<file path="src/rtl/seven_segment_decoder.sv">
// Seven-segment pattern decoder with a stability filter and a word assembler.
// A pattern is accepted once it has been seen on STABLE_CYCLES consecutive
// valid samples. Accepted hex digits are shifted into a DIGITS-nibble word
// that is handed off to the consumer with a valid/ready handshake.
module seven_segment_decoder #(
   parameter int STABLE_CYCLES = 4,
   parameter int DIGITS        = 4
) (
   input  logic                  CLOCK_50,
   input  logic                  RESET_N,
   input  logic [6:0]            SEG_IN,
   input  logic                  SEG_VALID,
   output logic [3:0]            DIGIT,
   output logic                  DIGIT_VALID,
   output logic                  DIGIT_ERR,
   output logic [4*DIGITS-1:0]   WORD,
   output logic                  WORD_VALID,
   input  logic                  WORD_READY,
   output logic                  OVERRUN
);

   // Filter states.
   localparam logic [1:0] IDLE  = 2'd0;
   localparam logic [1:0] COUNT = 2'd1;
   localparam logic [1:0] HOLD  = 2'd2;

   localparam logic [6:0] BLANK      = 7'b1111111;
   localparam logic [7:0] STABLE_LIM = 8'(STABLE_CYCLES);
   // Fill value that, once one more digit arrives, completes the word.
   // Comparing against DIGITS-1 keeps a 3-bit counter sufficient for 8 digits.
   localparam logic [2:0] LAST_FILL  = 3'(DIGITS - 1);

   // Returns {is_hex, value}; is_hex is 0 for BLANK and invalid patterns.
   function automatic logic [4:0] decode(input logic [6:0] seg);
      logic [4:0] r;
      case (seg)
         7'b1000000: r = {1'b1, 4'h0};
         7'b1111001: r = {1'b1, 4'h1};
         7'b0100100: r = {1'b1, 4'h2};
         7'b0110000: r = {1'b1, 4'h3};
         7'b0011001: r = {1'b1, 4'h4};
         7'b0010010: r = {1'b1, 4'h5};
         7'b0000010: r = {1'b1, 4'h6};
         7'b1111000: r = {1'b1, 4'h7};
         7'b0000000: r = {1'b1, 4'h8};
         7'b0010000: r = {1'b1, 4'h9};
         7'b0001000: r = {1'b1, 4'hA};
         7'b0000011: r = {1'b1, 4'hB};
         7'b1000110: r = {1'b1, 4'hC};
         7'b0100001: r = {1'b1, 4'hD};
         7'b0000110: r = {1'b1, 4'hE};
         7'b0001110: r = {1'b1, 4'hF};
         default:    r = 5'b0;
      endcase
      return r;
   endfunction

   // Filter state
   logic [1:0] state_reg, state_next;
   logic [6:0] pat_reg, pat_next;
   logic [7:0] count_reg, count_next;
   logic [7:0] count_inc;
   logic       accept;

   // Output / assembler state
   logic [3:0]          digit_reg, digit_next;
   logic                dv_reg, dv_next;
   logic                err_reg, err_next;
   logic                ovr_reg, ovr_next;
   logic [4*DIGITS-1:0] word_reg, word_next;
   logic [4*DIGITS-1:0] word_shift;
   logic                wv_reg, wv_next;
   logic [2:0]          fill_reg, fill_next;
   logic [2:0]          fill_base;

   logic [4:0] dec;
   logic       is_hex;
   logic       is_blank;
   logic [3:0] hex;
   logic       accept_hex;
   logic       accept_inv;
   logic       handshake;
   logic       pending;

   // The accepted pattern is always the current sample, so decode SEG_IN.
   assign dec        = decode(SEG_IN);
   assign is_hex     = dec[4];
   assign hex        = dec[3:0];
   assign is_blank   = (SEG_IN == BLANK);
   assign accept_hex = accept & is_hex;
   assign accept_inv = accept & ~is_hex & ~is_blank;
   assign count_inc  = count_reg + 8'd1;

   // Word is handed off this cycle / word is stuck waiting for the consumer.
   assign handshake  = wv_reg & WORD_READY;
   assign pending    = wv_reg & ~WORD_READY;

   // New digit enters at the least significant nibble.
   generate
      if (DIGITS == 1) begin : g_single
         assign word_shift = hex;
      end else begin : g_multi
         assign word_shift = {word_reg[4*DIGITS-5:0], hex};
      end
   endgenerate

   // Stability filter: restart on any new pattern, count equal samples, accept once.
   always_comb begin
      state_next = state_reg;
      pat_next   = pat_reg;
      count_next = count_reg;
      accept     = 1'b0;
      if (SEG_VALID) begin
         if (SEG_IN != pat_reg) begin
            pat_next   = SEG_IN;
            count_next = 8'd1;
            if (STABLE_LIM == 8'd1) begin
               accept     = 1'b1;
               state_next = HOLD;
            end else begin
               state_next = COUNT;
            end
         end else if (state_reg == COUNT) begin
            count_next = count_inc;
            if (count_inc == STABLE_LIM) begin
               accept     = 1'b1;
               state_next = HOLD;
            end
         end
      end
   end

   // Assembler: emit digits, build the word, handle handoff and overrun.
   always_comb begin
      digit_next = digit_reg;
      dv_next    = 1'b0;
      err_next   = 1'b0;
      ovr_next   = 1'b0;
      word_next  = word_reg;
      wv_next    = wv_reg;
      fill_next  = fill_reg;
      fill_base  = handshake ? 3'd0 : fill_reg;

      if (handshake) begin
         wv_next   = 1'b0;
         fill_next = 3'd0;
      end

      if (accept_hex) begin
         dv_next    = 1'b1;
         digit_next = hex;
         if (pending) begin
            // Consumer has not taken the finished word: drop this digit.
            ovr_next = 1'b1;
         end else begin
            word_next = word_shift;
            fill_next = fill_base + 3'd1;
            if (fill_base == LAST_FILL) begin
               wv_next = 1'b1;
            end
         end
      end else if (accept_inv) begin
         err_next   = 1'b1;
         digit_next = 4'd0;
         // A finished word still waiting for the consumer is kept intact.
         if (!pending) begin
            word_next = '0;
            fill_next = 3'd0;
         end
      end
   end

   // State registers with asynchronous active-low reset.
   always_ff @(posedge CLOCK_50 or negedge RESET_N) begin
      if (!RESET_N) begin
         state_reg <= IDLE;
         pat_reg   <= BLANK;
         count_reg <= 8'd0;
         digit_reg <= 4'd0;
         dv_reg    <= 1'b0;
         err_reg   <= 1'b0;
         ovr_reg   <= 1'b0;
         word_reg  <= '0;
         wv_reg    <= 1'b0;
         fill_reg  <= 3'd0;
      end else begin
         state_reg <= state_next;
         pat_reg   <= pat_next;
         count_reg <= count_next;
         digit_reg <= digit_next;
         dv_reg    <= dv_next;
         err_reg   <= err_next;
         ovr_reg   <= ovr_next;
         word_reg  <= word_next;
         wv_reg    <= wv_next;
         fill_reg  <= fill_next;
      end
   end

   assign DIGIT       = digit_reg;
   assign DIGIT_VALID = dv_reg;
   assign DIGIT_ERR   = err_reg;
   assign WORD        = word_reg;
   assign WORD_VALID  = wv_reg;
   assign OVERRUN     = ovr_reg;

endmodule

</file>
<file path="config.mk">
export PLATFORM = sky130hd
export DESIGN_NAME = seven_segment_decoder
export DESIGN_NICKNAME = d
export VERILOG_FILES = /design/src/rtl/seven_segment_decoder.sv
export SDC_FILE = /design/constraint.sdc
export NUM_CORES = 1
export LEC_CHECK = 0
export BUFFER_PORTS_ARGS = -buffer_cell sky130_fd_sc_hd__buf_2
export CORE_ASPECT_RATIO = 1.5
export CORE_MARGIN = 4
export CORE_UTILIZATION = 35
export CTS_CLUSTER_SIZE = 12
export DETAILED_ROUTE_END_ITERATION = 8
export GPL_ROUTABILITY_DRIVEN = 0
export GPL_TIMING_DRIVEN = 0
export HOLD_SLACK_MARGIN = 0.12
export PLACE_DENSITY_LB_ADDON = 0.25
export SLEW_MARGIN = 10
export SYNTH_ARGS = -nofsm -noshare
export SYNTH_HDL_FRONTEND = slang
export SYNTH_SLANG_ARGS = --single-unit
</file>
<file path="constraint.sdc">
create_clock -name CLOCK_50 -period 2.6 [get_ports CLOCK_50]
set_clock_uncertainty 0.1 [all_clocks]
set_input_delay 0.26 -clock CLOCK_50 [delete_from_list [all_inputs] [get_ports CLOCK_50]]
set_output_delay 0.26 -clock CLOCK_50 [all_outputs]
set_load 0.005 [all_outputs]
</file>
**Yosys cells after proc, flatten, opt, wreduce, memory -nomap -nowiden**

Cells that the tools add are included.

- Register bits after elaboration: 44
- Bits in latches: 0
- Memory bits (writable): 0
- Bits in read-only memories: 0
- Input port bits: 11
- Output and inout port bits: 24
- Logic and storage cells: 79
- Memories kept: 0

- Add/sub/neg operators: 2
- Multiply operators: 0
- Divide/modulo/power cells: 0
- Order comparisons: 0
- Equality and inequality tests: 20
- Shift-type cells: 0
- Mux-type cells: 30
- Bitwise logic cells: 9
- Reductions and logical operators: 8

Operators with widths:

| operator | number |
|---|---|
| one-hot mux 5 bit (16 select lines) | 1 |
| 2-to-1 mux 16 bit | 4 |
| == test 7 bit, second input constant | 5 |
| == test 7 x 5 -> 1 bit, second input constant | 3 |
| == test 7 x 6 -> 1 bit, second input constant | 3 |
| 2-to-1 mux 8 bit | 2 |
| 2-to-1 mux 3 bit | 5 |
| == test 7 x 2 -> 1 bit, second input constant | 2 |
| == test 7 x 4 -> 1 bit, second input constant | 2 |
| 2-to-1 mux 1 bit | 13 |
| adder 8 x 1 -> 8 bit, second input constant | 1 |
| == test 8 x 3 -> 1 bit, second input constant | 1 |
| 2-to-1 mux 4 bit | 2 |
| == test 7 x 3 -> 1 bit, second input constant | 1 |
| logical NOT 7 bit | 1 |
| != test 7 bit | 1 |
| 2-to-1 mux 2 bit | 3 |
| AND reduction 2 bit | 3 |
| nonzero test 2 bit | 3 |
| AND 1 bit | 5 |
| inverter 1 bit | 4 |
| adder 3 x 1 -> 3 bit, second input constant | 1 |
| == test 3 x 2 -> 1 bit, second input constant | 1 |
| AND reduction 3 bit | 1 |
| == test 2 x 1 -> 1 bit, second input constant | 1 |

**Depth between registers and ports, before layout**

- Word-level depth: 10
- Gate-level depth with buffers: 9
- Mapped depth without buffers: 8

**Least setup slack after synthesis**

OpenSTA, ideal clock, no wires.

- Kind: register to register
- Start point: reg pat_reg[4]
- End point: reg pat_reg[0]
- Arrival time: 1,767 ps
- Data required time: 2,418 ps
- Setup slack: 651 ps
- Stages on the path, launching flop included: 7
- Buffers on the path: 1
- Clock period less this slack: 1,949 ps
- Cells stage by stage: dfstp_2 -> xnor2_1 -> nand4_1 -> or2_2 -> buf_2 -> nand2_1 -> mux2_2

- Word-level cells in the longest chain between the ends: 2

RTL lines:

| what | RTL line | text |
|---|---|---|
| start, declared | 60 | `logic [6:0] pat_reg, pat_next;` |
| start signal, assigned | 188 | `pat_reg <= pat_next;` |
| != test 7 bit | 114 | `if (SEG_IN != pat_reg) begin` |
| AND reduction 2 bit (no source line) | -- |  |

Every way passes these cells.
A chain may end at the register's enable or synchronous reset.

**Worst setup path after layout**

- Start point: reg count_reg[5]
- End point: reg fill_reg[1]

- Word-level cells in the longest chain between the ends: 10

RTL lines:

| what | RTL line | text |
|---|---|---|
| start, declared | 61 | `logic [7:0] count_reg, count_next;` |
| start signal, assigned | 189 | `count_reg <= count_next;` |
| adder 8 x 1 -> 8 bit * | 92 | `assign count_inc = count_reg + 8'd1;` |
| == test 8 x 3 -> 1 bit * | 125 | `if (count_inc == STABLE_LIM) begin` |
| 2-to-1 mux 1 bit * | 125 |  |
| 2-to-1 mux 1 bit * | 123 | `end else if (state_reg == COUNT) begin` |
| 2-to-1 mux 1 bit * | 114 |  |
| 2-to-1 mux 1 bit * | 113 | `if (SEG_VALID) begin` |
| AND 1 bit (2 in a row) | 91 | `assign accept_inv = accept & ~is_hex & ~is_blank;` |
| 2-to-1 mux 3 bit | 162 | `end else if (accept_inv) begin` |
| 2-to-1 mux 3 bit * | 149 | `if (accept_hex) begin` |
| net fill_next[1] | 73 | `logic [2:0] fill_reg, fill_next;` |
| end signal, assigned | 196 | `fill_reg <= fill_next;` |
| end, declared | 73 |  |

The timed path passes the listed nets; every way through them passes the cells marked *.

==> impl_metrics.toml <==
[logic_synthesis]
synth-edff-count = 0
ys_async_sr_fraction_pct = 100
yosysSeqAreaShare_pct = 45.0
synth_area_leader_cell = "dfrtp_1"
synth_area_um2 = 2460
yosys_warnings = 0
synthesis.nets = 277
synth.avg_cell_area_um2 = 9.41
yosysUniqueCellTypes = 54
synth_top_area_share_pct = 37.6
ys.flop_type = "dfrtp_1"
syn_inst = 262
synth.area.top_cells = "dfrtp_1, dfstp_2, nand2_1, o21ai_2, mux2_2"
ys_ff_latch = 44

[worst_setup_path]
critPathArrivalTime_ps = 2370
cp.required_ps = 2680
start_kind = "flop"
cpPeakStageDelay_ps = 500
cpMaxStageDelayCell = "nor4_1"
crit_path_max_fanout = 8
cp-end-kind = "flop"
crit_chain = "nor4_1 > nand4_1 > nor3_4 > nand2_2 > a32oi_1 > o211ai_1"
criticalPathCategory = "flop to flop"

[global_routing]
grt_overflow = 0
grt_max_degree = 45
grt_pass1_wl_um = 9470
antenna_found_initial = 0
grt_usage_pct = 13.7
first_global_vias = 1978

[route]
drt-total-wl_um = 5450
drcViolationCount = 0
wl_per_cell_um = 14.3
vias = 2008
firstDrtPassIters = 4
antenna_left = 0
vias_per_cell = 5.26
first_iter_violations = 81

[floorplan]
die_w_um = 76.5
dieArea_um2 = 8480
rows = 37
placeableCoreArea_um2 = 6850
io_pins = 35
start_util_pct = 36.0
die_h_um = 111

[pwr]
irDropWorstVdd_mv = 0.166
p_sw_share_pct = 25.4
switching_power_uw = 335
comb_power_share_pct = 10.9
power_density_nw_per_um2 = 466
power_frac_clock_pct = 34.0
cell_internal_pwr_uw = 982
p_leak_uw = 0.00131
pwr-share-seq_pct = 55.0

[cts]
clk_latency_ps = 300
cts_tree = "yes"
numCtsBuffers = 5
ctsLongestPathBuffers = 2
cts_sinks = 44
post-cts-setup-buffer-count = 0
cts_hold_buf = 1
htree_levels = 2
root_buffer = "clkbuf_8"
postCtsResizedCells = 0
clk_pin_slew_worst_paths_ps = 80

[timing]
tns_ps = 0
setup_violations = 0
rsz0062_at_grt = "false"
fmaxAchievable_mhz = 436
worst_slew_pin_slew_ps = 989
period_minus_slack_ps = 2290
period_share_pct = 88.2
final-hold-violation-count = 0
timing.hold.ws_ps = 177
slew_headroom_pct = 34.1
finalMaxSlewViolations = 0

[cells_and_area]
drive_gt1_share_pct = 28.9
nFillCells = 713
final_util_pct = 41.3
area_growth_syn_to_layout_pct = 14.8
layout_common_cells = "nand2_1, dfrtp_1, buf_2"
diodes = 0
largest_reg_flops = 16
final_nets = 318
instances_no_fill = 382
layout_commonest_cell = "nand2_1"

[worst_hold_path]
hp-class = "input port to flop"

[place]
port_buffers = 33
placed_cells = 373
dp.final_hpwl_um = 4010

[job]
drv_cap = 0

[outcome]
outcome = "completed"
-- path summary, 6_finish.rpt --
kind | from | end | slack, ps | depth (start not counted)
worst min-delay path | WORD_READY | fill_reg[1] | 180 | 3
worst min register to register | WORD[15] | WORD[15] | 370 | 2
worst max-delay path | count_reg[5] | fill_reg[1] | 310 | 6
worst max register to register | count_reg[5] | fill_reg[1] | 310 | 6
max in group asynchronous | RESET_N | WORD[9] | 1230 | 2
min in group asynchronous | RESET_N | count_reg[4] | 560 | 2
-- cell usage after synthesis, types with 3 or more instances --
library cell and n:
o31ai_1 3, dfrtp_1 37, buf_4 4, a211oi_1 3, nand4_1 10, o21ai_1 7, nor2_1 13, nand2b_1 3
nand2_1 41, a21oi_1 4, buf_6 3, nor4_1 3, mux2_2 7, inv_1 18, and2_1 3, nor2b_1 5
o21ai_0 13, ha_1 4, xnor2_1 7, buf_2 4, and3_1 3, nor3_1 4, dfstp_2 7, or3_1 3
o21ai_2 10, nand3_1 10
-- metrics by stage --
step / cell area, um2 / setup slack (ps) / power [uW]
final: 2830 / 306 / 1320
after global routing: 2830 / 109 / 1390
after CTS: 2830 / 253 / 1350
after detailed placement: 2730 / 285 / 883
after global placement: 2730 / 269 / 880
after floorplan: 2460 / 651 / 833
-- critical path, delay by kind of cell, from the launching register on --
kind / cells / cell delay (ps)
DFF: 1 / 430
AOI/OAI and AO/OA: 2 / 310
and+or+nand+nor: 4 / 1340
-- power by group through the flow --
stage	Sequential [uW]	Combinational (uW)	Clock, uW
after floorplan	735	98.3	0
after detailed placement	737	145	0
after global routing	728	162	504
final	725	144	449
after global placement	737	142	0
after CTS	725	146	474
-- routing by layer --
metal	wire length (um)	vias up	track usage [%]	part of all wire, %
li1	-	992	-	-
met1	2420	958	16.5	44
met2	2690	49	23.0	49
met3	215	9	3.01	3.9
met4	126	0	6.77	2.3
met5	0	-	0	0
-- kinds of logic (layout without fill, tap and decap cells) --
family / after synthesis / after routing / share of synthesized area [%]
AO/OA/AOI/OAI: 54 / 54 / 15.3
AND/OR/NAND/NOR: 112 / 112 / 24.2
multiplexers: 9 / 9 / 4.21
XOR/XNOR: 8 / 8 / 2.84
flip-flops: 44 / 44 / 45.0
buffers and inverters: 31 / 73 / 6.45
adder cells (fa/ha/maj): 4 / 4 / 2.03
-- cell type report --
cell class	instances	area [um2]	area share [%]
tap	78	97.6	3.45
buffer	13	91.3	3.23
clock buffer	6	82.6	2.92
multi-input combinational	187	1200	42.3
timing repair buffer	34	175	6.19
clock inverter	2	10.0	0.354
inverter	18	67.6	2.39
sequential	44	1110	39.2
(Power assumes the default switching activity.)
